**src/rtl/axis_frame_source_pkg.sv**
```systemverilog
// Shared types for the AXI-Stream frame source: the frame config word and FSM states.
package axis_frame_source_pkg;

    typedef struct packed {
        logic [3:0] n;
    } config_k;

    typedef enum logic [1:0] {
        S_UNCFG = 2'd0,
        S_IDLE  = 2'd1,
        S_RUN   = 2'd2
    } state_t;

    localparam int BEAT_CNT_WIDTH = 16;

endpackage

```
**src/rtl/axis_frame_source_if.sv**
```systemverilog
// AXI-Stream beat channel between the frame source (master) and its consumer (slave).
interface axis_frame_source_if #(
    parameter int DATA_WIDTH = 16
) ();
    import axis_frame_source_pkg::*;

    logic                  m_valid;
    logic [DATA_WIDTH-1:0] m_data;
    logic                  m_last;
    logic                  m_ready;

    modport master (
        output m_valid,
        output m_data,
        output m_last,
        input  m_ready
    );

    modport slave (
        input  m_valid,
        input  m_data,
        input  m_last,
        output m_ready
    );

endinterface

```
**src/rtl/axis_frame_source.sv**
```systemverilog
// Emits frames of 2^n ramp-payload beats over AXI-Stream, one frame per accepted start.
module axis_frame_source
    import axis_frame_source_pkg::*;
#(
    parameter int DATA_WIDTH = 16,
    parameter int STEP       = 1
) (
    input  logic                   clk,
    input  logic                   reset_n,
    input  config_k                config_r,
    input  logic                   config_valid,
    output logic                   config_ready,
    input  logic                   start,
    input  logic [DATA_WIDTH-1:0]  data_base,
    axis_frame_source_if.master    axis,
    output logic                   busy,
    output logic                   frame_done,
    output logic [3:0]             n_out,
    output logic [15:0]            total_samples
);

    state_t                    state;
    logic [3:0]                n_reg;
    logic [BEAT_CNT_WIDTH-1:0] beat_cnt;
    logic                      m_valid_q;
    logic [DATA_WIDTH-1:0]     m_data_q;
    logic                      m_last_q;
    logic                      frame_done_q;
    logic                      config_accept;
    logic [BEAT_CNT_WIDTH-1:0] last_index;
    logic [BEAT_CNT_WIDTH-1:0] next_cnt;

    assign config_ready  = (state != S_RUN);
    assign config_accept = config_valid && config_ready;
    assign total_samples = 16'(1) << n_reg;
    assign last_index    = total_samples - 16'd1;
    assign next_cnt      = beat_cnt + 16'd1;

    // The output data register doubles as the payload accumulator: each handshake
    // advances it by STEP, wrapping silently at DATA_WIDTH bits.
    always_ff @(posedge clk) begin
        if (!reset_n) begin
            state        <= S_UNCFG;
            n_reg        <= 4'd0;
            beat_cnt     <= '0;
            m_valid_q    <= 1'b0;
            m_data_q     <= '0;
            m_last_q     <= 1'b0;
            frame_done_q <= 1'b0;
        end else begin
            frame_done_q <= 1'b0;
            case (state)
                S_UNCFG: begin
                    if (config_accept) begin
                        n_reg <= config_r.n;
                        state <= S_IDLE;
                    end
                end
                S_IDLE: begin
                    if (config_accept) begin
                        n_reg <= config_r.n;
                    end else if (start) begin
                        state     <= S_RUN;
                        beat_cnt  <= '0;
                        m_valid_q <= 1'b1;
                        m_data_q  <= data_base;
                        m_last_q  <= (n_reg == 4'd0);
                    end
                end
                S_RUN: begin
                    if (m_valid_q && axis.m_ready) begin
                        if (m_last_q) begin
                            m_valid_q    <= 1'b0;
                            m_last_q     <= 1'b0;
                            frame_done_q <= 1'b1;
                            state        <= S_IDLE;
                        end else begin
                            beat_cnt <= next_cnt;
                            m_data_q <= m_data_q + DATA_WIDTH'(STEP);
                            m_last_q <= (next_cnt == last_index);
                        end
                    end
                end
                default: state <= S_UNCFG;
            endcase
        end
    end

    assign axis.m_valid = m_valid_q;
    assign axis.m_data  = m_data_q;
    assign axis.m_last  = m_last_q;
    assign busy         = (state == S_RUN);
    assign frame_done   = frame_done_q;
    assign n_out        = n_reg;

endmodule

```
**src/flat_wrapper.sv**
```systemverilog
// flat-port wrapper written by rule: the top's interface ports become plain ports
module axis_frame_source_flat import axis_frame_source_pkg::*;
#(
    parameter int DATA_WIDTH = 16,
    parameter int STEP       = 1
)
  (clk, reset_n, config_r, config_valid, config_ready, start, data_base, busy, frame_done, n_out, total_samples, axis_m_valid, axis_m_data, axis_m_last, axis_m_ready);
  axis_frame_source_if #(.DATA_WIDTH(DATA_WIDTH)) axis_i ();
  input  logic clk;
  input  logic reset_n;
  input  config_k config_r;
  input  logic config_valid;
  output logic config_ready;
  input  logic start;
  input  logic [DATA_WIDTH-1:0] data_base;
  output logic busy;
  output logic frame_done;
  output logic [3:0] n_out;
  output logic [15:0] total_samples;
  output wire logic [$bits(axis_i.m_valid)-1:0] axis_m_valid;
  output wire logic [$bits(axis_i.m_data)-1:0] axis_m_data;
  output wire logic [$bits(axis_i.m_last)-1:0] axis_m_last;
  input wire logic [$bits(axis_i.m_ready)-1:0] axis_m_ready;
  assign axis_m_valid = axis_i.m_valid;
  assign axis_m_data = axis_i.m_data;
  assign axis_m_last = axis_i.m_last;
  assign axis_i.m_ready = axis_m_ready;
  axis_frame_source #(.DATA_WIDTH(DATA_WIDTH), .STEP(STEP)) u_core (.clk(clk), .reset_n(reset_n), .config_r(config_r), .config_valid(config_valid), .config_ready(config_ready), .start(start), .data_base(data_base), .axis(axis_i), .busy(busy), .frame_done(frame_done), .n_out(n_out), .total_samples(total_samples));
endmodule
```
**config.mk**
```make
export PLATFORM = sky130hd
export DESIGN_NAME = axis_frame_source_flat
export DESIGN_NICKNAME = d
export VERILOG_FILES = /design/src/rtl/axis_frame_source_pkg.sv /design/src/rtl/axis_frame_source_if.sv /design/src/rtl/axis_frame_source.sv /design/src/flat_wrapper.sv
export SDC_FILE = /design/constraint.sdc
export NUM_CORES = 1
export LEC_CHECK = 0
export BUFFER_PORTS_ARGS = -buffer_cell sky130_fd_sc_hd__buf_4
export CORE_ASPECT_RATIO = 2
export CORE_MARGIN = 4
export CORE_UTILIZATION = 40
export CTS_BUF_LIST = sky130_fd_sc_hd__clkbuf_8
export CTS_CLUSTER_SIZE = 20
export DETAILED_ROUTE_END_ITERATION = 8
export PLACE_DENSITY = 0.69
export SLEW_MARGIN = 0
export SYNTH_ARGS = -nofsm -noshare
export SYNTH_HDL_FRONTEND = slang
export SYNTH_SLANG_ARGS = --single-unit
export TNS_END_PERCENT = 20
```
**constraint.sdc**
```tcl
create_clock -name clk -period 2.7 [get_ports clk]
set_input_delay 0.405 -clock clk [delete_from_list [all_inputs] [get_ports clk]]
set_output_delay 0.405 -clock clk [all_outputs]
set_load 0.03 [all_outputs]
```
# Yosys cells after proc, flatten, opt, wreduce, memory -nomap -nowiden
# Index checks and enable logic that the tools add are counted.
# W data, S select, Z words.
# word_totals
ff_bits	41
in_bits	25
output_inout_bits	41
# classes
addsub	3
eq_ne	10
n_shift	1
n_mux	27
reduce_logical	12
# op_table
operator	n
$mux W16	8
$pmux W16 S2	2
$add A16 B1 Y16 const B	2
$eq A16 B16 Y1	1
$shl A1 B4 Y16 const A	1
$sub A16 B1 Y16 const B	1
$reduce_and A5 Y1	3
$mux W2	5
$mux W1	9
$ne A2 B2 Y1 const B	4
$ne A2 B1 Y1 const B	3
$pmux W2 S3	1
$logic_not A4 Y1	1
$pmux W1 S2	2
$reduce_and A4 Y1	1
$reduce_and A3 Y1	1
$eq A2 B1 Y1 const B	1
$eq A2 B2 Y1 const B	1
$logic_and A1 B1 Y1	2
$logic_not A2 Y1	1
$reduce_and A2 Y1	1
$reduce_bool A2 Y1	1
$reduce_or A2 Y1	1

# Depth between registers and ports, before layout
# Gate-level depths: netlist of the first run.
# depth
depth_word	6
depth_mapped	12
ltp_nobuf	9

# Worst setup path after synthesis of the first run
# OpenSTA, ideal clock, no wires.
# synth_timing
path_kind	register to register
startpoint	register u_core.n_reg[0] (netlist: u_core.n_out[0])
endpoint	register u_core.m_last_q (netlist: u_core.axis.m_last)
setup_time_ps	96
arrival_time_ps	2872
required_time_ps	2604
path_slack_ps	-267
path_stages_with_launch	13
n_path_buf	3
cell_sequence	dfxtp_1 > clkbuf_1 > clkbuf_1 > nand2b_1 > or3_1 > ha_1 > clkbuf_1 > xor2_1 > xnor2_1 > xnor2_1 > a2111oi_0 > nand4_1 > o41ai_2
# synth_via
elab_chain_cells	6
elab_cells_between_ends	9
cone_classes	add/sub (1); eq/ne (1); shift (1); mux (5); reduce/logical (1)
# synth_rtl
element	line_no	source
start: declaration	axis_frame_source.sv:23	logic [3:0] n_reg;
start signal: assignment	axis_frame_source.sv:55	n_reg <= config_r.n;
start signal: assignment	axis_frame_source.sv:61	n_reg <= config_r.n;
$shl A1 B4 Y16	axis_frame_source.sv:35	assign total_samples = 16'(1) << n_reg;
$sub A16 B1 Y16	axis_frame_source.sv:36	assign last_index = total_samples - 16'd1;
$eq A16 B16 Y1	axis_frame_source.sv:80	m_last_q <= (next_cnt == last_index);
$mux W1	axis_frame_source.sv:72	if (m_last_q) begin
$mux W1	axis_frame_source.sv:71	if (m_valid_q && axis.m_ready) begin
$pmux W1 S2 (*)	axis_frame_source.sv:52	case (state)
end signal: assignment	axis_frame_source.sv:67	m_last_q <= (n_reg == 4'd0);
end signal: assignment	axis_frame_source.sv:80	
end: declaration	axis_frame_source.sv:27	logic m_last_q;
# Every way passes the cells marked *; elsewhere a longest branch is shown, timed or not. The select of a mux whose other input is x is not followed.
# A chain may end at the register's enable or synchronous reset.

# Worst setup path in the final report of the first run
# layout_timing
startpoint	register u_core.n_reg[1] (netlist: u_core.n_out[1])
endpoint	register u_core.m_last_q (netlist: u_core.axis.m_last)
# Same word-level chain as after synthesis.

==> Flow_metrics.wiki, run 1 <==
{| class="wikitable"
! Metric !! Value
|-
| Placement Cell Area || 0.00335 sq mm
|-
| Setup Viol. Count Final || 0
|-
| Placer's final routability congestion estimate || 0.861
|-
| Detailed Routing Iterations Pass 1 || 4
|-
| Largest cells by area after synthesis || sky130_fd_sc_hd__dfxtp_1, sky130_fd_sc_hd__nor2_1, sky130_fd_sc_hd__a21oi_1
|-
| Adder-cell share of the synthesized area || 1.34%
|-
| Reg area || 833 sq um
|-
| Via density per instance || 5.57
|-
| Register-to-register setup slack || 0.21 ns
|-
| Worst r2r dst || u_core.axis.m_last$_SDFFE_PN0P_
|-
| Number of top-level pins || 66
|-
| Vias || 2,940
|-
| Die W || 67.1 um
|-
| Total negative setup slack || 0 ns
|-
| Achievable Freq || 401 MHz
|-
| Number of distinct library cells after synthesis || 52
|-
| Most frequently used flop master after synthesis || sky130_fd_sc_hd__dfxtp_1
|-
| Layout overhead on the synthesized area || 23.0%
|-
| Actual transition at the worst max-transition pin || 0.723 ns
|-
| Sort of element at the end of the critical path || flip-flop
|-
| Vert. Die Dim || 126 um
|-
| Maximum number of pins on one net before global-route repair || 33
|-
| Number of DRC violations after detailed-routing iteration 0 || 202
|-
| Core footprint || 0.00673 sq mm
|-
| Req. time, crit path || 2.91 ns
|-
| Share of synthesized flip-flops with an asynchronous set or reset || 0%
|-
| Outcome || complete, no violations
|-
| Antenna diode instance count || 0
|-
| Share of synthesized cell area in and, or, nand and nor gates || 30.3%
|-
| CP cell instances || or4_4, ha_4, xor2_1, xnor2_1, xnor2_1, a2111oi_0, nand4_1, o41ai_2
|-
| Ratio of total power to cell area || 393 mW/mm^2
|-
| Launch point of the worst reg-to-reg path || u_core.n_out[1]$_SDFFE_PN0P_
|-
| Clock latency on the worst-skew pair || 0.30 ns
|-
| Total gr overflow || 0
|-
| Wire length of the first global-routing pass || 13.4 mm
|-
| Worst min-delay path class || in -> reg
|-
| Static Leak || 1.35 nW
|-
| Nets in the synthesized netlist || 420
|-
| Ratio of cells with drive above 1 in the final layout || 21.6%
|-
| Synthesized netlist cell count || 392
|-
| Buffers inserted during post-CTS setup optimization || 0
|-
| CP max stage cell || sky130_fd_sc_hd__or4_4
|-
| Highest net fanout along the worst path || 18
|-
| Worst clock skew || 0.00485 ns
|-
| Arrival @ worst endpoint || 2.70 ns
|-
| Hold violation total from the final report || 0
|-
| Reg2Reg Depth || 8
|-
| Post-route antenna net violation count || 0
|-
| Effective utilization at floorplan || 41.6%
|-
| Max-cap violations || 0
|-
| Count of cells resized by post-cts repair || 0
|-
| Tot GR Track Use || 20.0%
|-
| Master cell of the clock root buffer || sky130_fd_sc_hd__clkbuf_8
|-
| Area occupied by multi-input gates || 0.00183 sq mm
|-
| Number of clock buffers inserted by TritonCTS || 5
|-
| Post-route cell area || 0.00344 sq mm
|-
| Proportion of synthesized area in mux cells || 1.43%
|-
| Synth top area share || 29.4%
|-
| Synthesized-area fraction occupied by ao, oa, aoi and oai cells || 23.6%
|-
| Library cell with the largest summed area after synthesis || sky130_fd_sc_hd__dfxtp_1
|-
| Core Rows || 42
|-
| Unrepaired setup endpoints after global routing || false
|-
| Worst rel slew slack || 51.6%
|-
| Number of antenna violations at the first check in global routing || 0
|-
| CTS Sinks || 41
|-
| Delay of the slowest cell on the worst path || 0.55 ns
|-
| DRC violation count after routing || 0
|-
| Maximum ir drop on the vdd rail || 294 uV
|-
| Nets@finish || 467
|-
| Number of synthesized register bits || 41
|-
| Final worst slack || 0.209 ns
|-
| Element type at the critical path start || flip-flop
|-
| Final Routed Wirelength || 8.09 mm
|-
| TritonCTS clock tree || yes
|-
| WHS Path Cells || 3
|-
| Mean instance size in the synthesized netlist || 7.13 sq um
|-
| Via count of the first global-routing pass || 2,815
|-
| Yosys warning count || 0
|-
| Post-layout min period || 2.49 ns
|-
| Area share of xor/xnor cells in the synthesized design || 7.83%
|-
| Most frequent CP cell || sky130_fd_sc_hd__xnor2_1
|-
| Sequential share of the synthesized area || 29.4%
|-
| Worst setup startpoint || u_core.n_out[1]$_SDFFE_PN0P_
|-
| Port Buffer Count || 65
|-
| Summed instance area of the synthesized netlist || 0.00280 sq mm
|-
| Critical Setup Path Class || reg -> reg
|-
| Clock Pin Slew Worst Setup and Hold Paths || 0.08 ns
|-
| End of the critical path || u_core.axis.m_last$_SDFFE_PN0P_
|-
| Pre-CTS WS || 0.238 ns
|-
| HPWL after detailed placement || 6.11 mm
|-
| Post-route clock period utilization || 92.2%
|-
| Clk buf depth || 2
|-
| Die area || 0.00847 sq mm
|-
| EDFF count, synth || 0
|-
| Layout filler cell count || 720
|-
| WL per Instance || 15.3 um
|-
| Number of max-slew violations in the final report || 0
|-
| Total number of H-tree levels || 2
|-
| Main combinational cell family by area after synthesis || simple AND/OR/NAND/NOR gates
|-
| Post-CTS Hold Buffers || 0
|}
[through the flow]
stage	instances	power (mW)	hold slack, ns	utilization, %
floorplan	392	0.855	0.489	-
global placement	520	0.936	0.524	49.8
detailed placement	520	0.940	0.528	49.8
CTS	528	1.36	0.326	51.1
global route	528	1.41	0.356	51.1
finish	528	1.35	0.333	51.1
[layout make-up]
class | count | area share (%)
clock buffers | 6 | 2.40
clock inverters | 2 | 0.218
inverters | 8 | 0.873
multi-input cells | 310 | 53.1
flip-flops and latches | 41 | 24.2
well taps | 88 | 3.20
repair buffers | 73 | 15.9
[logic make-up (layout without fill, tap and decap cells)]
logic type	count (synthesis)	in the layout
compound gates	105	105
xor+xnor	25	25
fa+ha+maj	3	3
buf+inv	41	89
flops	41	41
mux	4	4
simple gates	173	173
[cells in the final DEF (no fill, tap or decap), drive strengths merged, types with 2 or more instances in the layout]
master,count
a22oi,4
a21o,3
clkbuf,6
ha,3
and2,5
o31ai,2
dfxtp,41
nand4,7
xnor2,15
inv,10
nor2,55
a211oi,6
a21oi,31
o21a,2
or4,2
nand3,23
xor2,10
nor3,23
a311oi,3
and3,6
or3,5
o22a,2
buf,73
nor2b,2
nand2b,5
a41oi,3
a31oi,5
a21boi,3
mux2i,4
o221a,2
nand2,34
o21ai,32
[flip-flops by register name, indices dropped and copies added (netlist names)]
register and flops:
u_core.axis.m_data 16, u_core.n_out 4, u_core.state 2, u_core.beat_cnt 16, u_core.axis.m_valid 1, u_core.frame_done 1
u_core.axis.m_last 1
[layer usage]
metal	global-route usage, %	routed length [um]	vias up
met3	3.30	402	23
met4	10.0	333	0
li1	-	-	1485
met2	35.3	4290	95
met1	22.1	3060	1337
met5	0	0	-
[synth_stat cells, drive strengths merged, types with 3 or more instances]
library cell  number
and2               5
buf               20
a21boi             3
a21o               3
a211oi             6
nand2b             5
xnor2             15
a41oi              3
or3                5
nor3              23
a31oi              5
dfxtp             41
inv                8
a311oi             3
o21ai             32
a22oi              4
nand2             34
and3               6
a21oi             31
xor2              10
clkbuf            13
nand3             23
nand4              7
mux2i              4
ha                 3
nor2              55
[critical path, delay by kind of cell, from the launching register on]
family,cells,cell delay [ns]
fa+ha+maj,1,0.21
flops,1,0.41
xor+xnor,3,0.43
compound gates,2,0.61
simple gates,2,0.74
[worst min path at each step]
stage,end,from
floorplan,u_core.beat_cnt[5]$_SDFFE_PN0P_,u_core.beat_cnt[5]$_SDFFE_PN0P_
global placement,u_core.axis.m_data[6]$_SDFFE_PN0P_,u_core.axis.m_data[6]$_SDFFE_PN0P_
detailed placement,u_core.axis.m_data[6]$_SDFFE_PN0P_,u_core.axis.m_data[6]$_SDFFE_PN0P_
CTS,u_core.n_out[2]$_SDFFE_PN0P_,config_r[2]
global route,u_core.n_out[1]$_SDFFE_PN0P_,config_r[1]
finish,u_core.n_out[2]$_SDFFE_PN0P_,config_r[2]
[where the power goes]
| group | switching [mW] | internal [mW] | total [mW] |
|---|---|---|---|
| logic | 0.153 | 0.124 | 0.277 |
| registers | 0.0297 | 0.619 | 0.649 |
| clock network | 0.226 | 0.201 | 0.427 |
(Power assumes the default switching activity.)
==> run 2, diff against run 1 <==
--- a/config.mk
+++ b/config.mk
@@ -13,6 +13,7 @@
 export CTS_CLUSTER_SIZE = 20
 export DETAILED_ROUTE_END_ITERATION = 8
 export PLACE_DENSITY = 0.69
+export REMOVE_ABC_BUFFERS = 1
 export SLEW_MARGIN = 0
 export SYNTH_ARGS = -nofsm -noshare
 export SYNTH_HDL_FRONTEND = slang
==> run 2 against run 1 <==
Effect of this change: global-route usage shrank 0.078 points; critical path depth shrank 1; utilization shrank 0.20 points; clock skew grew 0.0036 ns; die area is the same; maximum frequency grew 4.1%; sequential share of layout area shrank 0.27 points; cell area shrank 0.40%; hold slack gained 0.0019 ns; count of clock-buffer cells in the layout is the same; register-to-register slack gained 0.099 ns; critical path type unchanged; highest routed layer unchanged.
==> Flow_metrics.wiki, run 2 (synthesized netlist as in run 1, its figures left out) <==
{| class="wikitable"
! Metric !! Value
|-
| Post-CTS Hold Buffers || 0
|-
| Effective utilization at floorplan || 41.6%
|-
| Number of max-slew violations in the final report || 0
|-
| Commonest non-fill, non-tap cell in the layout || sky130_fd_sc_hd__buf_4
|-
| Ratio of cells with drive above 1 in the final layout || 20.8%
|-
| Die area || 0.00847 sq mm
|-
| Achievable Freq || 418 MHz
|-
| Port Buffer Count || 65
|-
| HPWL after detailed placement || 6.22 mm
|-
| Number of top-level pins || 66
|-
| Placement Cell Area || 0.00333 sq mm
|-
| Actual transition at the worst max-transition pin || 0.690 ns
|-
| Layout overhead on the synthesized area || 22.5%
|-
| Nets@finish || 470
|-
| Antenna diode instance count || 0
|-
| Filler-free cell count of the finished design || 530
|-
| Clk buf depth || 2
|-
| Post-route cell area || 0.00342 sq mm
|-
| Core footprint || 0.00673 sq mm
|-
| Number of antenna violations at the first check in global routing || 0
|-
| Max-cap violations || 0
|-
| Number of DRC violations after detailed-routing iteration 0 || 236
|-
| Worst clock skew || 0.00845 ns
|-
| CTS Sinks || 41
|-
| Detailed Routing Iterations Pass 1 || 5
|-
| Req. time, crit path || 2.91 ns
|-
| Tot GR Track Use || 19.9%
|-
| Maximum ir drop on the vdd rail || 267 uV
|-
| Final worst slack || 0.308 ns
|-
| Total number of H-tree levels || 2
|-
| Setup Viol. Count Final || 0
|-
| Ratio of total power to cell area || 391 mW/mm^2
|-
| Switch share || 29.7%
|-
| Share of the core filled with cells || 50.9%
|-
| Number of clock buffers inserted by TritonCTS || 5
|-
| Final Routed Wirelength || 8.21 mm
|-
| Post-layout min period || 2.39 ns
|-
| DRC violation count after routing || 0
|-
| Element type at the critical path start || flip-flop
|-
| Clock latency on the worst-skew pair || 0.31 ns
|-
| Via count of the first global-routing pass || 2,809
|-
| Unrepaired setup endpoints after global routing || false
|-
| Core Rows || 42
|-
| Highest net fanout along the worst path || 3
|-
| Die W || 67.1 um
|-
| Post-route clock period utilization || 88.6%
|-
| Arrival @ worst endpoint || 2.60 ns
|-
| Highest-count cells in the layout ignoring fill and taps || sky130_fd_sc_hd__buf_4, sky130_fd_sc_hd__nor2_1, sky130_fd_sc_hd__dfxtp_1, sky130_fd_sc_hd__nand2_1, sky130_fd_sc_hd__a21oi_1
|-
| Outcome || complete, no violations
|-
| Placer's final routability congestion estimate || 0.872
|-
| Hold violation total from the final report || 0
|-
| Flop pwr share || 47.6%
|-
| Internal Dissipation || 0.940 mW
|-
| WL per Instance || 15.5 um
|-
| Maximum number of pins on one net before global-route repair || 33
|-
| Total gr overflow || 0
|-
| Net Sw Power || 0.398 mW
|-
| Cell total after placement || 523
|-
| Worst min-delay path class || in -> reg
|-
| Post-route worst hold slack || 0.335 ns
|-
| Wire length of the first global-routing pass || 13.2 mm
|-
| Static Leak || 1.35 nW
|-
| Worst rel slew slack || 53.7%
|-
| Sort of element at the end of the critical path || flip-flop
|-
| Pre-CTS WS || 0.268 ns
|-
| Combinational share of power || 21.5%
|-
| TritonCTS clock tree || yes
|-
| Vert. Die Dim || 126 um
|-
| Clock Pin Slew Worst Setup and Hold Paths || 0.07 ns
|-
| Via density per instance || 5.75
|-
| Critical Setup Path Class || reg -> reg
|-
| Master cell of the clock root buffer || sky130_fd_sc_hd__clkbuf_8
|-
| Clock network power share || 30.9%
|-
| Vias || 3,048
|-
| Post-route antenna net violation count || 0
|}
-- run 2: cell count changes in the layout (fill, tap and decap cells not counted) --
| cell | delta |
|---|---|
| sky130_fd_sc_hd__a2111oi_0 | -1 |
| sky130_fd_sc_hd__a2111oi_1 | +1 |
| sky130_fd_sc_hd__buf_4 | +3 |
| sky130_fd_sc_hd__dfxtp_1 | +4 |
| sky130_fd_sc_hd__dfxtp_2 | -1 |
| sky130_fd_sc_hd__dfxtp_4 | -3 |
| sky130_fd_sc_hd__ha_2 | +1 |
| sky130_fd_sc_hd__ha_4 | -1 |
| sky130_fd_sc_hd__inv_1 | -1 |
| sky130_fd_sc_hd__nand2b_1 | +1 |
| sky130_fd_sc_hd__nand2b_4 | -1 |
| sky130_fd_sc_hd__or4_1 | +1 |
| sky130_fd_sc_hd__or4_4 | -1 |
-- run 2: layout make-up --
class,instances,area [sq um]
Tap cell,88,110
Fill cell,691,3300
Multi-Input combinational cell,310,1810
Sequential cell,41,821
Clock inverter,1,3.75
Inverter,8,30.0
Timing Repair Buffer,76,571
Clock buffer,6,82.6
-- run 2: worst max-delay path, cell delays in order (launching register included) --
cell and delay (ns):
sky130_fd_sc_hd__dfxtp_1 0.33, sky130_fd_sc_hd__or4_1 0.56, sky130_fd_sc_hd__ha_2 0.36, sky130_fd_sc_hd__xor2_1 0.17
sky130_fd_sc_hd__nand4_1 0.12, sky130_fd_sc_hd__a2111oi_1 0.39, sky130_fd_sc_hd__nand4_1 0.17, sky130_fd_sc_hd__o41ai_2 0.20
-- run 2: path summary, 6_finish.rpt --
path | startpoint | endpoint | slack, ns | depth (start not counted)
hold reg to reg | u_core.axis.m_data[14]$_SDFFE_PN0P_ | u_core.axis.m_data[14]$_SDFFE_PN0P_ | 0.54 | 2
setup reg to reg | u_core.n_out[3]$_SDFFE_PN0P_ | u_core.axis.m_last$_SDFFE_PN0P_ | 0.31 | 7
hold / removal | config_r[3] | u_core.n_out[3]$_SDFFE_PN0P_ | 0.33 | 3
setup / recovery | u_core.n_out[3]$_SDFFE_PN0P_ | u_core.axis.m_last$_SDFFE_PN0P_ | 0.31 | 7
-- run 2: repair_timing --
item / in CTS / in global routing
gates resized for setup: 0 / 2
endpoints found under the setup margin: 0 / 1
buffers inserted: 0 / 0
-- run 2: layer usage --
layer	track usage (%)	routed length, um
met2	35.3	4370
met3	3.12	468
met5	0	0
met1	20.3	2900
met4	13.8	464
-- run 2: power groups by stage --
stage | clock, mW | combinational (mW) | sequential (mW)
2_1_floorplan | 0 | 0.142 | 0.683
3_3_place_gp | 0 | 0.284 | 0.649
3_5_place_dp | 0 | 0.287 | 0.650
4_1_cts | 0.429 | 0.288 | 0.636
5_1_grt | 0.448 | 0.316 | 0.639
6_report | 0.414 | 0.288 | 0.636
-- run 2: through the flow --
stage | total power, mW | setup TNS, ns
floorplan | 0.826 | -2.06
global placement | 0.933 | 0
detailed placement | 0.938 | 0
CTS | 1.35 | 0
global route | 1.40 | 0
finish | 1.34 | 0
==> run 3, diff against run 2 <==
--- a/config.mk
+++ b/config.mk
@@ -13,6 +13,7 @@
 export CTS_CLUSTER_SIZE = 20
 export DETAILED_ROUTE_END_ITERATION = 8
 export PLACE_DENSITY = 0.69
+export RECOVER_POWER = 50
 export REMOVE_ABC_BUFFERS = 1
 export SLEW_MARGIN = 0
 export SYNTH_ARGS = -nofsm -noshare
==> run 3 against run 2 <==
Effect of this change: count of clock-buffer cells in the layout did not move; die area did not move; critical path depth stayed put; hold slack about the same; largest power group unchanged; utilization down 1.7 points; sequential share of layout area grew 0.84 points; register-to-register slack about the same; critical endpoint unchanged; largest cell class unchanged.
==> Flow_metrics.wiki, run 3 (synthesized netlist as in run 1, its figures left out) <==
{| class="wikitable"
! Metric !! Value
|-
| Outcome || complete, no violations
|-
| Req. time, crit path || 2.91 ns
|-
| CP cell instances || or4_1, ha_2, xor2_1, nand4_1, a2111oi_1, nand4_1, o41ai_2
|-
| Post-route worst hold slack || 0.335 ns
|-
| Sort of element at the end of the critical path || flip-flop
|-
| Layout filler cell count || 731
|-
| Max-cap violations || 0
|-
| Post-layout min period || 2.39 ns
|-
| Post-route clock period utilization || 88.6%
|-
| Number of top-level pins || 66
|-
| Nets@finish || 470
|-
| Maximum ir drop on the vdd rail || 266 uV
|-
| Via density per instance || 5.72
|-
| Reg2Reg Depth || 7
|-
| Worst min-delay path startpoint || config_r[3]
|-
| Commonest non-fill, non-tap cell in the layout || sky130_fd_sc_hd__nor2_1
|-
| Worst clock skew || 0.00485 ns
|-
| Launch point of the worst reg-to-reg path || u_core.n_out[3]$_SDFFE_PN0P_
|-
| CP max stage cell || sky130_fd_sc_hd__or4_1
|-
| Critical Setup Path Class || reg -> reg
|-
| Number of DRC violations after detailed-routing iteration 0 || 237
|-
| Via count of the first global-routing pass || 2,809
|-
| Highest net fanout along the worst path || 3
|-
| Clk buf depth || 2
|-
| Total number of H-tree levels || 2
|-
| Wire length of the first global-routing pass || 13.2 mm
|-
| End point of the worst hold path || u_core.n_out[3]$_SDFFE_PN0P_
|-
| Actual transition at the worst max-transition pin || 0.689 ns
|-
| WHS Path Cells || 3
|-
| Master cell of the clock root buffer || sky130_fd_sc_hd__clkbuf_8
|-
| Number of max-slew violations in the final report || 0
|-
| Element type at the critical path start || flip-flop
|-
| Effective utilization at floorplan || 41.6%
|-
| Ratio of total power to cell area || 401 mW/mm^2
|-
| Final Routed Wirelength || 8.23 mm
|-
| Share of the core filled with cells || 49.2%
|-
| Unrepaired setup endpoints after global routing || false
|-
| Clock latency on the worst-skew pair || 0.30 ns
|-
| Core footprint || 0.00673 sq mm
|-
| Placement Cell Area || 0.00333 sq mm
|-
| Layout overhead on the synthesized area || 18.4%
|-
| WL per Instance || 15.5 um
|-
| TritonCTS clock tree || yes
|-
| Vias || 3,033
|-
| Clock Pin Slew Worst Setup and Hold Paths || 0.07 ns
|-
| Worst rel slew slack || 53.8%
|-
| Port Buffer Count || 65
|-
| Antenna diode instance count || 0
|-
| Worst min-delay path class || in -> reg
|-
| Pre-CTS WS || 0.268 ns
|-
| CTS Sinks || 41
|-
| Static Leak || 1.22 nW
|-
| Highest-count cells in the layout ignoring fill and taps || sky130_fd_sc_hd__nor2_1, sky130_fd_sc_hd__buf_4, sky130_fd_sc_hd__dfxtp_1, sky130_fd_sc_hd__nand2_1
|-
| Arrival @ worst endpoint || 2.61 ns
|-
| Die area || 0.00847 sq mm
|-
| Total gr overflow || 0
|-
| Die W || 67.1 um
|-
| Detailed Routing Iterations Pass 1 || 4
|-
| Delay of the slowest cell on the worst path || 0.57 ns
|-
| Setup Viol. Count Final || 0
|-
| Register-to-register setup slack || 0.31 ns
|-
| Placer's final routability congestion estimate || 0.872
|-
| Number of clock buffers inserted by TritonCTS || 5
|-
| Post-route antenna net violation count || 0
|-
| Final worst slack || 0.307 ns
|-
| Core Rows || 42
|-
| DRC violation count after routing || 0
|-
| Post-route cell area || 0.00331 sq mm
|-
| Ratio of cells with drive above 1 in the final layout || 13.6%
|-
| Tot GR Track Use || 19.9%
|-
| Buffers inserted during post-CTS setup optimization || 0
|-
| Most frequent CP cell || sky130_fd_sc_hd__nand4_1
|-
| Hold violation total from the final report || 0
|-
| Worst r2r dst || u_core.axis.m_last$_SDFFE_PN0P_
|-
| Achievable Freq || 418 MHz
|-
| HPWL after detailed placement || 6.22 mm
|-
| Number of antenna violations at the first check in global routing || 0
|-
| Vert. Die Dim || 126 um
|-
| Maximum number of pins on one net before global-route repair || 33
|}
## run 3: cell types whose count changed in the layout (fill, tap and decap cells not counted)
cell	previous run	this run
sky130_fd_sc_hd__buf_4	76	45
sky130_fd_sc_hd__clkbuf_1	0	31
sky130_fd_sc_hd__clkinv_1	0	1
sky130_fd_sc_hd__inv_2	1	0
## run 3: how the worst max path moves through the flow
stage | end | slack (ns) | start
floorplan | u_core.axis.m_data[10]$_SDFFE_PN0P_ | -0.24 | u_core.state[0]$_SDFFE_PN0P_
global placement | u_core.axis.m_last$_SDFFE_PN0P_ | 0.35 | u_core.n_out[3]$_SDFFE_PN0P_
detailed placement | u_core.axis.m_last$_SDFFE_PN0P_ | 0.27 | u_core.n_out[3]$_SDFFE_PN0P_
CTS | u_core.axis.m_last$_SDFFE_PN0P_ | 0.24 | u_core.n_out[3]$_SDFFE_PN0P_
global route | u_core.axis.m_last$_SDFFE_PN0P_ | 0.01 | u_core.n_out[2]$_SDFFE_PN0P_
finish | u_core.axis.m_last$_SDFFE_PN0P_ | 0.31 | u_core.n_out[3]$_SDFFE_PN0P_
## run 3: worst max-delay path: cells and delay by family (launching register included)
family | cells | cell delay, ns
XOR/XNOR | 1 | 0.17
AND/OR/NAND/NOR | 3 | 0.86
AO/OA/AOI/OAI | 2 | 0.59
flip-flops | 1 | 0.33
adder cells (fa/ha/maj) | 1 | 0.36
## run 3: what timing repair did
action                     in CTS  in global routing
hold buffers                    0                  0
setup endpoints to repair       0                  1
resized for setup               0                  2
## run 3: power breakdown
group | switching, mW | leakage, nW | internal (mW) | total [mW]
logic | 0.166 | 0.842 | 0.109 | 0.275
clock network | 0.215 | 0.0485 | 0.199 | 0.415
registers | 0.0166 | 0.332 | 0.619 | 0.636
## run 3: metrics by stage
stage / power, mW / instances / TNS (ns)
final: 1.33 / 530 / 0
after global routing: 1.39 / 530 / 0
after CTS: 1.35 / 530 / 0
after detailed placement: 0.938 / 523 / 0
after global placement: 0.933 / 523 / 0
after floorplan: 0.826 / 359 / -2.06
## run 3: layout make-up
type / instances / area (sq um) / share of cell area, %
sequential: 41 / 821 / 24.8
clock inverter: 1 / 3.75 / 0.113
inverter: 8 / 30.0 / 0.908
multi-input combinational: 310 / 1810 / 54.6
tap: 88 / 110 / 3.33
clock buffer: 6 / 82.6 / 2.50
timing repair buffer: 76 / 454 / 13.7
## run 3: per-layer routing
metal | global-route usage, % | wire length, um | vias to the layer above
met1 | 20.3 | 2990 | 1434
li1 | - | - | 1484
met5 | 0 | 0 | -
met3 | 3.12 | 410 | 24
met2 | 35.3 | 4380 | 91
met4 | 13.8 | 450 | 0
